### config.mk
export PLATFORM = sky130hd
export DESIGN_NAME = clock24_counter
export DESIGN_NICKNAME = d
export VERILOG_FILES = /design/src/rtl/clock24_counter_pkg.sv /design/src/rtl/clock24_counter_bin2bcd_60.sv /design/src/rtl/clock24_counter.sv
export SDC_FILE = /design/constraint.sdc
export NUM_CORES = 1
export LEC_CHECK = 0
export CORE_ASPECT_RATIO = 0.8
export CORE_MARGIN = 2
export CORE_UTILIZATION = 42
export DETAILED_ROUTE_END_ITERATION = 12
export PLACE_DENSITY = 0.66
export SLEW_MARGIN = 20
export SYNTH_ARGS = -nofsm -noshare
export SYNTH_HDL_FRONTEND = slang
export SYNTH_SLANG_ARGS = --single-unit
### constraint.sdc
create_clock -name clk -period 2.8 [get_ports clk]
set_input_delay 0.56 -clock clk [delete_from_list [all_inputs] [get_ports clk]]
set_output_delay 0.56 -clock clk [all_outputs]
set_load 0.01 [all_outputs]
### src/rtl/clock24_counter_pkg.sv
// Shared time-of-day limits and field widths for the 24-hour clock and its time-setter.
package clock24_counter_pkg;

  localparam int unsigned HOURS_W = 5;
  localparam int unsigned MINS_W  = 6;
  localparam int unsigned SECS_W  = 6;

  localparam logic [HOURS_W-1:0] MAX_HOURS = 5'd23;
  localparam logic [MINS_W-1:0]  MAX_MINS  = 6'd59;
  localparam logic [SECS_W-1:0]  MAX_SECS  = 6'd59;

  // A load is accepted only when every field is a legal time-of-day value.
  function automatic logic load_valid(input logic [HOURS_W-1:0] h,
                                      input logic [MINS_W-1:0]  m,
                                      input logic [SECS_W-1:0]  s);
    return (h <= MAX_HOURS) && (m <= MAX_MINS) && (s <= MAX_SECS);
  endfunction

endpackage

### src/rtl/clock24_counter_bin2bcd_60.sv
// Two-digit BCD conversion for binary values 0-59 (tens digit in [7:4]).
module bin2bcd_60 (
  input  logic [5:0] bin,
  output logic [7:0] bcd
);

  logic [3:0] tens_s;
  logic [3:0] ones_s;

  // Subtract the largest multiple of ten not exceeding the input.
  always_comb begin
    tens_s = 4'd0;
    ones_s = 4'd0;
    if (bin >= 6'd50) begin
      tens_s = 4'd5;
      ones_s = 4'(bin - 6'd50);
    end else if (bin >= 6'd40) begin
      tens_s = 4'd4;
      ones_s = 4'(bin - 6'd40);
    end else if (bin >= 6'd30) begin
      tens_s = 4'd3;
      ones_s = 4'(bin - 6'd30);
    end else if (bin >= 6'd20) begin
      tens_s = 4'd2;
      ones_s = 4'(bin - 6'd20);
    end else if (bin >= 6'd10) begin
      tens_s = 4'd1;
      ones_s = 4'(bin - 6'd10);
    end else begin
      tens_s = 4'd0;
      ones_s = 4'(bin);
    end
  end

  assign bcd = {tens_s, ones_s};

endmodule

### src/rtl/clock24_counter.sv
// 24-hour time-of-day counter with one-second prescaler, validated load and BCD views.
module clock24_counter
  import clock24_counter_pkg::*;
#(
  parameter int unsigned CLK_HZ = 100_000_000
) (
  input  logic               clk,
  input  logic               rst_n,
  input  logic               run_i,
  input  logic               load_i,
  input  logic [HOURS_W-1:0] hours_i,
  input  logic [MINS_W-1:0]  mins_i,
  input  logic [SECS_W-1:0]  secs_i,
  output logic [HOURS_W-1:0] hours_o,
  output logic [MINS_W-1:0]  mins_o,
  output logic [SECS_W-1:0]  secs_o,
  output logic [7:0]         hours_bcd_o,
  output logic [7:0]         mins_bcd_o,
  output logic [7:0]         secs_bcd_o,
  output logic               sec_pulse_o,
  output logic               day_wrap_o,
  output logic               load_err_o
);

  // A one-cycle-per-second clock still needs a 1-bit prescaler register.
  localparam int unsigned    PRE_W   = (CLK_HZ > 1) ? $clog2(CLK_HZ) : 1;
  localparam logic [PRE_W-1:0] PRE_MAX = PRE_W'(CLK_HZ - 1);

  logic [PRE_W-1:0]   pre_r;
  logic [HOURS_W-1:0] hours_r;
  logic [MINS_W-1:0]  mins_r;
  logic [SECS_W-1:0]  secs_r;
  logic               sec_pulse_r;
  logic               day_wrap_r;
  logic               load_err_r;

  logic               tick_s;
  logic               day_end_s;
  logic [HOURS_W-1:0] nxt_hours_s;
  logic [MINS_W-1:0]  nxt_mins_s;
  logic [SECS_W-1:0]  nxt_secs_s;

  assign tick_s = run_i && (pre_r == PRE_MAX);

  // Time one second from now, with carries through minutes and hours.
  always_comb begin
    nxt_hours_s = hours_r;
    nxt_mins_s  = mins_r;
    nxt_secs_s  = secs_r;
    day_end_s   = 1'b0;
    if (secs_r == MAX_SECS) begin
      nxt_secs_s = 6'd0;
      if (mins_r == MAX_MINS) begin
        nxt_mins_s = 6'd0;
        if (hours_r == MAX_HOURS) begin
          nxt_hours_s = 5'd0;
          day_end_s   = 1'b1;
        end else begin
          nxt_hours_s = hours_r + 5'd1;
        end
      end else begin
        nxt_mins_s = mins_r + 6'd1;
      end
    end else begin
      nxt_secs_s = secs_r + 6'd1;
    end
  end

  // Timekeeping state; a load (valid or not) swallows a coincident tick.
  always_ff @(posedge clk) begin
    if (!rst_n) begin
      pre_r       <= {PRE_W{1'b0}};
      hours_r     <= 5'd0;
      mins_r      <= 6'd0;
      secs_r      <= 6'd0;
      sec_pulse_r <= 1'b0;
      day_wrap_r  <= 1'b0;
      load_err_r  <= 1'b0;
    end else begin
      sec_pulse_r <= 1'b0;
      day_wrap_r  <= 1'b0;
      load_err_r  <= 1'b0;
      if (load_i) begin
        if (load_valid(hours_i, mins_i, secs_i)) begin
          hours_r <= hours_i;
          mins_r  <= mins_i;
          secs_r  <= secs_i;
          pre_r   <= {PRE_W{1'b0}};
        end else begin
          load_err_r <= 1'b1;
        end
      end else if (tick_s) begin
        pre_r       <= {PRE_W{1'b0}};
        hours_r     <= nxt_hours_s;
        mins_r      <= nxt_mins_s;
        secs_r      <= nxt_secs_s;
        sec_pulse_r <= 1'b1;
        day_wrap_r  <= day_end_s;
      end else if (run_i) begin
        pre_r <= pre_r + PRE_W'(1);
      end else begin
        pre_r <= pre_r;
      end
    end
  end

  assign hours_o     = hours_r;
  assign mins_o      = mins_r;
  assign secs_o      = secs_r;
  assign sec_pulse_o = sec_pulse_r;
  assign day_wrap_o  = day_wrap_r;
  assign load_err_o  = load_err_r;

  bin2bcd_60 u_hours_bcd (.bin({1'b0, hours_r}), .bcd(hours_bcd_o));
  bin2bcd_60 u_mins_bcd  (.bin(mins_r),          .bcd(mins_bcd_o));
  bin2bcd_60 u_secs_bcd  (.bin(secs_r),          .bcd(secs_bcd_o));

endmodule

==> results of run 1 <==
[repair_timing]
action,4_1_cts,5_1_grt
endpoints found under the hold margin,0,0
pin swaps,2,13
setup buffers,1,13
gates resized for setup,46,33
endpoints found under the setup margin,12,12
[per-stage QoR]
| step | setup slack [ps] | hold WS [ps] | utilization | power, mW | std cells |
|---|---|---|---|---|---|
| 2_1_floorplan | 2.420 | 472.2 | - | 1.066 | 454 |
| 5_1_grt | -104.9 | 558.8 | 0.6053 | 1.946 | 668 |
| 3_5_place_dp | -285.3 | 497.1 | 0.5638 | 1.371 | 646 |
| 4_1_cts | -2.236 | 521.4 | 0.5798 | 1.807 | 655 |
| 6_report | 69.44 | 522.0 | 0.6053 | 1.841 | 668 |
| 3_3_place_gp | -253.0 | 495.9 | 0.5638 | 1.364 | 646 |
[state kept, by name, indices dropped and copies added (netlist names)]
name,flops
load_err_o,1
pre_r,27
sec_pulse_o,1
hours_o,5
mins_o,6
day_wrap_o,1
secs_o,6
[cell families (layout without fill, tap and decap cells)]
logic type / count (synthesis) / count (layout) / synth area share
buf+inv: 54 / 160 / 0.07413
compound gates: 91 / 91 / 0.1821
fa+ha+maj: 30 / 30 / 0.1059
xor+xnor: 36 / 36 / 0.08895
other cells: 1 / 4 / 0.001058
flops: 47 / 47 / 0.2654
mux: 6 / 6 / 0.01730
simple gates: 186 / 186 / 0.2651
[layout make-up]
class	instances	area, sq um	share of cell area
repair buffers	129	1114	0.2284
clock buffers	6	82.58	0.01694
inverters	23	86.33	0.01771
clock inverters	2	16.27	0.003336
flip-flops and latches	47	962.2	0.1973
multi-input cells	353	2480	0.5086
well taps	108	135.1	0.02771
[final timing paths]
| check | from | to | slack, ps | cells past startpoint |
|---|---|---|---|---|
| setup / recovery | secs_o[2] | secs_bcd_o[2] | 70 | 10 |
| hold / removal | pre_r[5] | pre_r[5] | 520 | 2 |
| setup reg to reg | pre_r[6] | secs_o[4] | 370 | 6 |
| hold reg to reg | pre_r[5] | pre_r[5] | 520 | 2 |
[power breakdown]
group	internal [mW]	switching (mW)
sequential	0.692	0.0328
combinational	0.349	0.321
clock	0.202	0.244
[layer usage]
metal / vias to the layer above / GRT usage / part of all wire
li1: 1823 / - / -
met1: 1707 / 0.2906 / 0.48
met2: 86 / 0.3584 / 0.47
met3: 5 / 0.03083 / 0.048
met4: 0 / 0.04368 / 0.0068
met5: - / 0 / 0
[synth_stat cells (6+ instances only)]
cell | n | area [sq um]
o211a_1 | 7 | 70.07
nand3_1 | 26 | 130.1
inv_1 | 23 | 86.33
a31oi_1 | 6 | 37.54
nor4_1 | 6 | 37.54
nand4_1 | 10 | 62.56
ha_1 | 30 | 375.4
nand2_1 | 40 | 150.1
nor2b_1 | 6 | 37.54
buf_2 | 6 | 30.03
xor2_1 | 7 | 61.31
clkbuf_1 | 13 | 48.80
dfxtp_1 | 47 | 940.9
o21ai_0 | 17 | 85.08
buf_4 | 8 | 60.06
xnor2_1 | 29 | 254.0
a21oi_1 | 18 | 90.09
and3_1 | 11 | 68.82
nor3_1 | 20 | 100.1
nor2_1 | 43 | 161.4
[tightest hold or removal path: stages (launching register included)]
cell and delay, ps:
dfxtp_1 360, xor2_1 70, nor2_1 70
==> flow_summary.yaml, run 1 <==
outcome:
  status: "finished clean"
global_routing:
  grt_overflow_total: 0
  grt_usage: 0.2122
  grt_pass1_vias: 3427
  grt_pass1_wl_mm: 16.13
  antenna_found_initial: 0
  grt_max_degree: 28
die:
  die_w_um: 106.7
  core-area_sq_mm: 0.008055
  dieArea_sq_mm: 0.009195
  die_h_um: 86.17
  io_pins: 65
  row_count: 29
  start_util: 0.4400
synthesis:
  ys_seq_elements: 47
  ys_warn_count: 0
  synth.distinct_cells: 61
  ys_seq_area_frac: 0.2654
  netlist_area_sq_mm: 0.003545
  synth_cells: 451
  syn_area_per_cell_sq_um: 7.860
  synthFlopType: "dfxtp_1"
  synth-edff-count: 0
  async_flop_share: 0
finish:
  diodes: 0
  final_common_cell: "buf_4"
  area_growth_pct: 37.56
  fin_nets: 610
  final.fill_count: 747
  final_cell_mix: "buf_4 (65), clkdlybuf4s50_1 (48), nor2_1 (43)"
  final_cell_area_sq_mm: 0.004876
  layout-drive-gt1-share: 0.2107
timing:
  hold_viol: 0
  period_share: 0.9752
  drv_slew: 0
  tns_ps: 0
  max_freq_mhz: 366.2
  finalClockSkew_ps: 9.157
  grt_setup_unrepaired: "yes"
  worst_slew_pin_slew_ps: 511.5
  relSlewSlack: 0.6579
  setup_viol: 0
  min_period_ps: 2731
setup_path:
  end_kind: "primary output"
  cp.arrival_ps: 2170
  critPathMaxStageDelay_ps: 330
  cp_num_buf_inv: 4
  critPathKind: "register to primary output"
  crit_path_frequent_cell: "buf_4"
  slowest_stage: "dfxtp_2"
  critPathTopFamily: "compound AO/OA/AOI/OAI gates"
  path_cells: "buf_4 > ha_1 > a2111oi_4 > buf_4 > o21a_1 > buf_4 > a311o_1 > o21ai_1 > o221ai_1 > buf_2"
  worst_ep_required_time_ps: 2240
  start_kind: "register"
  crit_fanout: 3
drt:
  drt_first_pass_iters: 5
  routed_wl_mm: 9.731
  avgRoutedWirePerCell_um: 14.57
  drc: 0
  vias: 3621
  first_iter_violations: 170
  ant_nets: 0
  avgViaCountPerCell: 5.421
power:
  worst_ir_drop_vdd_mv: 0.2451
  powerDensity_mw_per_mm2: 377.6
  p_leak_nw: 1.963
flow_run:
  max_cap_violations: 0
cts:
  cts.clk_slew.worst_paths_ps: 90
  h-tree-depth: 2
  cts_tree: "built"
  clock_latency_ps: 310
  cts_sinks: 47
  clk_path_buf_depth: 2
  cts_buffers: 5
  root_buffer: "clkbuf_8"
  hold_buffers: 0
placed_design:
  gp_congestion: 0.8335
  placed_area_sq_mm: 0.004542
  io_buffers: 60
  dpl.hpwl_mm: 7.114
hold_path:
  hold_class: "register to register"
No activity file was read; power rests on OpenSTA's default activity.
==> run 2: changes to the inputs <==
==> constraint.sdc (replaced) <==
create_clock -name clk -period 2.8 [get_ports clk]
set_input_delay 0.56 -clock clk [delete_from_list [all_inputs] [get_ports clk]]
set_output_delay 0.56 -clock clk [all_outputs]
set_load 0.02 [all_outputs]
==> run 2 against run 1 <==
  * First-iteration DRC count rose by 0.59%
  * Sequential power about the same
  * Power increased by 4.8%
  * Clock skew is 5.5 ps lower
  * Critical path depth stayed put
  * Count of clock-buffer cells in the layout increased by 1
  * Critical path type unchanged
  * Clock power fell by 3%
  * Worst hold slack got worse by 6.5 ps
  * Combinational power increased by 16%
  * Register-to-register slack better by 100 ps
==> flow_summary.yaml, run 2 (synthesis results as in run 1) <==
finish:
  layout-drive-gt1-share: 0.2256
  multi_input_area_sq_mm: 0.002549
  fin_nets: 613
  final_cells: 671
  largest_reg_flops: 27
  diodes: 0
  final_util: 0.6168
  seqCellArea_sq_um: 958.4
  final_cell_mix: "buf_4 (73), clkdlybuf4s50_1 (46), nor2_1 (43)"
  top_register: "pre_r"
  area_growth_pct: 40.17
  final_common_cell: "buf_4"
  final.fill_count: 723
setup_path:
  cp_num_cells: 10
  critPathTopFamily: "compound AO/OA/AOI/OAI gates"
  cp.arrival_ps: 2180
  critPathMaxStageDelay_ps: 390
  path_cells: "inv_4 > ha_4 > a2111oi_4 > buf_4 > a21boi_2 > buf_4 > a311o_1 > o21ai_1 > o221ai_1 > buf_4"
  slowest_stage: "dfxtp_4"
  start_kind: "register"
  worst_ep_required_time_ps: 2240
  crit_fanout: 4
  rr_worst_depth: 6
  worstReg2RegStart: "pre_r[13]"
  cp_num_buf_inv: 4
  regToRegEndpoint: "secs_o[4]"
  critPathKind: "register to primary output"
  worst-r2r-setup-slack_ps: 470
  end_kind: "primary output"
  crit_path_frequent_cell: "buf_4"
  crit_start: "mins_o[2]"
  endpoint: "mins_bcd_o[2]"
power:
  swShare: 0.3427
  power.internal_mw: 1.268
  pwr-share-comb: 0.401
  p_clk_frac: 0.225
  powerDensity_mw_per_mm2: 388.2
  seqPwrFrac: 0.374
  worst_ir_drop_vdd_mv: 0.2206
  p_leak_nw: 1.997
  p_switching_mw: 0.6610
cts:
  hold_buffers: 0
  cts_sinks: 47
  clk_path_buf_depth: 2
  cts.clk_slew.worst_paths_ps: 90
  h-tree-depth: 2
  clock_latency_ps: 300
  cts_buffers: 5
  cts_tree: "built"
  root_buffer: "clkbuf_8"
die:
  die_h_um: 86.17
  io_pins: 65
  row_count: 29
  core-area_sq_mm: 0.008055
  start_util: 0.4400
  dieArea_sq_mm: 0.009195
  die_w_um: 106.7
timing:
  min_period_ps: 2738
  finalClockSkew_ps: 3.685
  setup_viol: 0
  grt_setup_unrepaired: "yes"
  max_freq_mhz: 365.2
  drv_slew: 0
  hold_viol: 0
  period_share: 0.9779
  tns_ps: 0
drt:
  first_iter_violations: 171
  drt_first_pass_iters: 4
  ant_nets: 0
  avgViaCountPerCell: 5.429
  avgRoutedWirePerCell_um: 14.74
  drc: 0
  routed_wl_mm: 9.890
  vias: 3643
global_routing:
  grt_pass1_vias: 3476
  grt_pass1_wl_mm: 16.11
  grt_usage: 0.2134
  grt_max_degree: 28
  antenna_found_initial: 0
  grt_overflow_total: 0
hold_path:
  hold_class: "register to register"
  worstHoldStart: "pre_r[5]"
placed_design:
  dpl.hpwl_mm: 7.225
  gp_congestion: 0.8405
  io_buffers: 60
  dp.cells: 654
outcome:
  status: "finished clean"
flow_run:
  max_cap_violations: 0
-- run 2: worst min path at each step --
stage,cells after the start,slack [ps],endpoint
global route,2,570,pre_r[5]
global placement,2,490,pre_r[5]
CTS,2,520,pre_r[5]
floorplan,2,470,pre_r[5]
finish,2,520,pre_r[5]
detailed placement,2,500,pre_r[5]
-- run 2: power groups by stage --
stage	combinational [mW]	clock (mW)	sequential [mW]
detailed placement	0.728	0	0.731
floorplan	0.373	0	0.763
finish	0.774	0.433	0.722
global route	0.834	0.469	0.726
global placement	0.717	0	0.730
CTS	0.721	0.437	0.717
-- run 2: tightest hold or removal path: stages, from the launching register on --
cell     delay (ps)
dfxtp_1         340
xor2_1           70
nor2_1           70
-- run 2: cell type report --
| class | count | area share |
|---|---|---|
| Sequential cell | 47 | 0.1929 |
| Timing Repair Buffer | 132 | 0.2294 |
| Inverter | 23 | 0.01838 |
| Multi-Input combinational cell | 353 | 0.5130 |
| Clock inverter | 1 | 0.001763 |
| Clock buffer | 7 | 0.01738 |
| Tap cell | 108 | 0.02720 |
-- run 2: layer usage --
metal  GRT usage  wire length [um]  vias to the layer above
li1            -                 -                     1823
met1      0.3022              4757                     1701
met2      0.3474              4532                      104
met3     0.02857               498                       15
met4     0.04959               103                        0
met5           0                 0                        -
-- run 2: through the flow --
stage               total power [mW]  hold slack (ps)  worst slack [ps]  instance area [sq um]
global route                   2.028            568.3            -69.90                   4969
finish                         1.929            515.5             61.89                   4969
global placement               1.447            492.1            -332.5                   4628
CTS                            1.875            522.8            -5.301                   4752
floorplan                      1.136            472.2            -116.0                   3583
detailed placement             1.459            499.1            -387.8                   4628
-- run 2: what timing repair did --
item	in CTS	in global routing
setup endpoints to repair	13	11
gates resized for setup	49	50
setup buffers	2	8
pin swaps	3	14
==> run 3: changes to the inputs <==
--- a/config.mk
+++ b/config.mk
@@ -10,6 +10,7 @@
 export CORE_UTILIZATION = 42
 export DETAILED_ROUTE_END_ITERATION = 12
 export PLACE_DENSITY = 0.66
+export SKIP_CTS_REPAIR_TIMING = 1
 export SLEW_MARGIN = 20
 export SYNTH_ARGS = -nofsm -noshare
 export SYNTH_HDL_FRONTEND = slang
==> run 3 against run 2 <==
  * Register-to-register slack lost 20 ps
  * Cell count shrank 0.45%
  * Count of clock-buffer cells in the layout stayed put
  * Worst setup slack worse by 34 ps
  * Clock skew hardly changed
  * Combinational power up 1%
  * Clock power barely moved
  * Cell area up 0.30%
  * Die area did not move
  * Sequential share of layout area about the same
  * Routed wire length increased by 2.0%
  * Critical path type unchanged
  * Highest routed layer unchanged
==> flow_summary.yaml, run 3 (synthesis results as in run 1) <==
setup_path:
  critPathKind: "register to primary output"
  crit_fanout: 4
  rr_worst_depth: 6
  crit_path_frequent_cell: "buf_4"
  regToRegEndpoint: "secs_o[4]"
  critPathTopFamily: "compound AO/OA/AOI/OAI gates"
  end_kind: "primary output"
  worst_ep_required_time_ps: 2240
  worst-r2r-setup-slack_ps: 450
  slowest_stage: "dfxtp_4"
  cp_num_buf_inv: 5
  start_kind: "register"
  critPathMaxStageDelay_ps: 400
  cp.arrival_ps: 2210
  path_cells: "inv_4 > ha_4 > a2111oi_4 > buf_4 > a21boi_2 > buf_4 > inv_2 > a21oi_2 > o21ai_2 > xnor2_2 > buf_4"
  worstReg2RegStart: "pre_r[6]"
global_routing:
  grt_max_degree: 28
  grt_pass1_wl_mm: 15.77
  grt_pass1_vias: 3406
  grt_overflow_total: 0
  antenna_found_initial: 0
  grt_usage: 0.2083
timing:
  min_period_ps: 2772
  max_freq_mhz: 360.7
  hold_viol: 0
  drv_slew: 0
  grt_setup_unrepaired: "yes"
  finalClockSkew_ps: 3.862
  setup_viol: 0
  period_share: 0.9900
hold_path:
  whs_endpoint: "pre_r[5]"
  hold_class: "register to register"
  min_path_cells: 2
  worstHoldStart: "pre_r[5]"
finish:
  final_common_cell: "buf_4"
  layout-drive-gt1-share: 0.2214
  diodes: 0
  multi_input_area_sq_mm: 0.002549
  final_cell_mix: "buf_4 (70), clkdlybuf4s50_1 (46), nor2_1 (43)"
  final.fill_count: 723
  area_growth_pct: 40.59
  fin_nets: 610
  largest_reg_flops: 27
  top_register: "pre_r"
  seqCellArea_sq_um: 959.7
  final_util: 0.6187
cts:
  cts.clk_slew.worst_paths_ps: 90
  cts_buffers: 5
  h-tree-depth: 2
  cts_tree: "built"
  root_buffer: "clkbuf_8"
  cts_sinks: 47
  clock_latency_ps: 300
  clk_path_buf_depth: 2
power:
  p_leak_nw: 2.056
  p_clk_frac: 0.223
  pwr-share-comb: 0.404
  total_power_mw: 1.938
  powerDensity_mw_per_mm2: 388.9
  p_switching_mw: 0.6644
  swShare: 0.3428
  seqPwrFrac: 0.373
  power.internal_mw: 1.274
  worst_ir_drop_vdd_mv: 0.2159
placed_design:
  gp_congestion: 0.8405
  dpl.hpwl_mm: 7.225
  io_buffers: 60
die:
  die_h_um: 86.17
  dieArea_sq_mm: 0.009195
  die_w_um: 106.7
  start_util: 0.4400
  io_pins: 65
  row_count: 29
  core-area_sq_mm: 0.008055
drt:
  drc: 0
  first_iter_violations: 133
  routed_wl_mm: 10.09
  drt_first_pass_iters: 5
  avgRoutedWirePerCell_um: 15.11
  ant_nets: 0
  avgViaCountPerCell: 5.487
  vias: 3665
flow_run:
  max_cap_violations: 0
outcome:
  status: "finished clean"
## run 3: changes by cell type in the layout (fill, tap and decap cells not counted), sizes merged
| cell | change |
|---|---|
| clkbuf | -2 |
| dlymetal6s2s | +7 |
| buf | -3 |
| dlygate4sd2 | -5 |
## run 3: per-layer routing
metal / vias up / GRT usage / part of all wire
met3: 19 / 0.02707 / 0.046
li1: 1817 / - / -
met5: - / 0 / 0
met4: 0 / 0.04486 / 0.016
met2: 119 / 0.3393 / 0.46
met1: 1710 / 0.2967 / 0.48
## run 3: worst max path at each step
stage                               end  slack [ps]  cells past startpoint  startpoint
after floorplan           mins_bcd_o[1]        -120                      8   mins_o[2]
after global placement    mins_bcd_o[3]        -330                     11   mins_o[2]
after detailed placement  mins_bcd_o[3]        -390                     11   mins_o[2]
after CTS                 mins_bcd_o[3]        -730                     11   mins_o[2]
after global routing      secs_bcd_o[3]        -110                     12   secs_o[2]
final                     mins_bcd_o[1]          30                     11   mins_o[2]
## run 3: layout make-up
| cell class | instances | area share |
|---|---|---|
| tap | 108 | 0.02712 |
| clock inverter | 1 | 0.001757 |
| timing repair buffer | 129 | 0.2310 |
| multi-input combinational | 353 | 0.5114 |
| clock buffer | 7 | 0.01732 |
| inverter | 23 | 0.01883 |
| sequential | 47 | 0.1926 |
## run 3: stage by stage
stage,hold slack [ps],cell area (sq um),instances,setup TNS (ps),worst slack [ps]
6_report,518.0,4984,668,0,27.90
5_1_grt,568.3,4984,668,-382.7,-110.1
4_1_cts,522.8,4723,662,-5401,-732.9
3_5_place_dp,499.1,4628,654,-2024,-387.8
3_3_place_gp,492.1,4628,654,-1312,-332.5
2_1_floorplan,472.2,3583,454,-146.5,-116.0
## run 3: power groups by stage
stage | Combinational (mW) | Sequential (mW) | Clock, mW
final | 0.784 | 0.723 | 0.431
after global routing | 0.841 | 0.726 | 0.468
after CTS | 0.732 | 0.715 | 0.437
after detailed placement | 0.728 | 0.731 | 0
after global placement | 0.717 | 0.730 | 0
after floorplan | 0.373 | 0.763 | 0
## run 3: worst register-to-register path: cells and delay by family, from the launching register on
family	cells	cell delay [ps]
flops	1	410
mux	1	350
simple gates	3	1100
compound gates	2	400
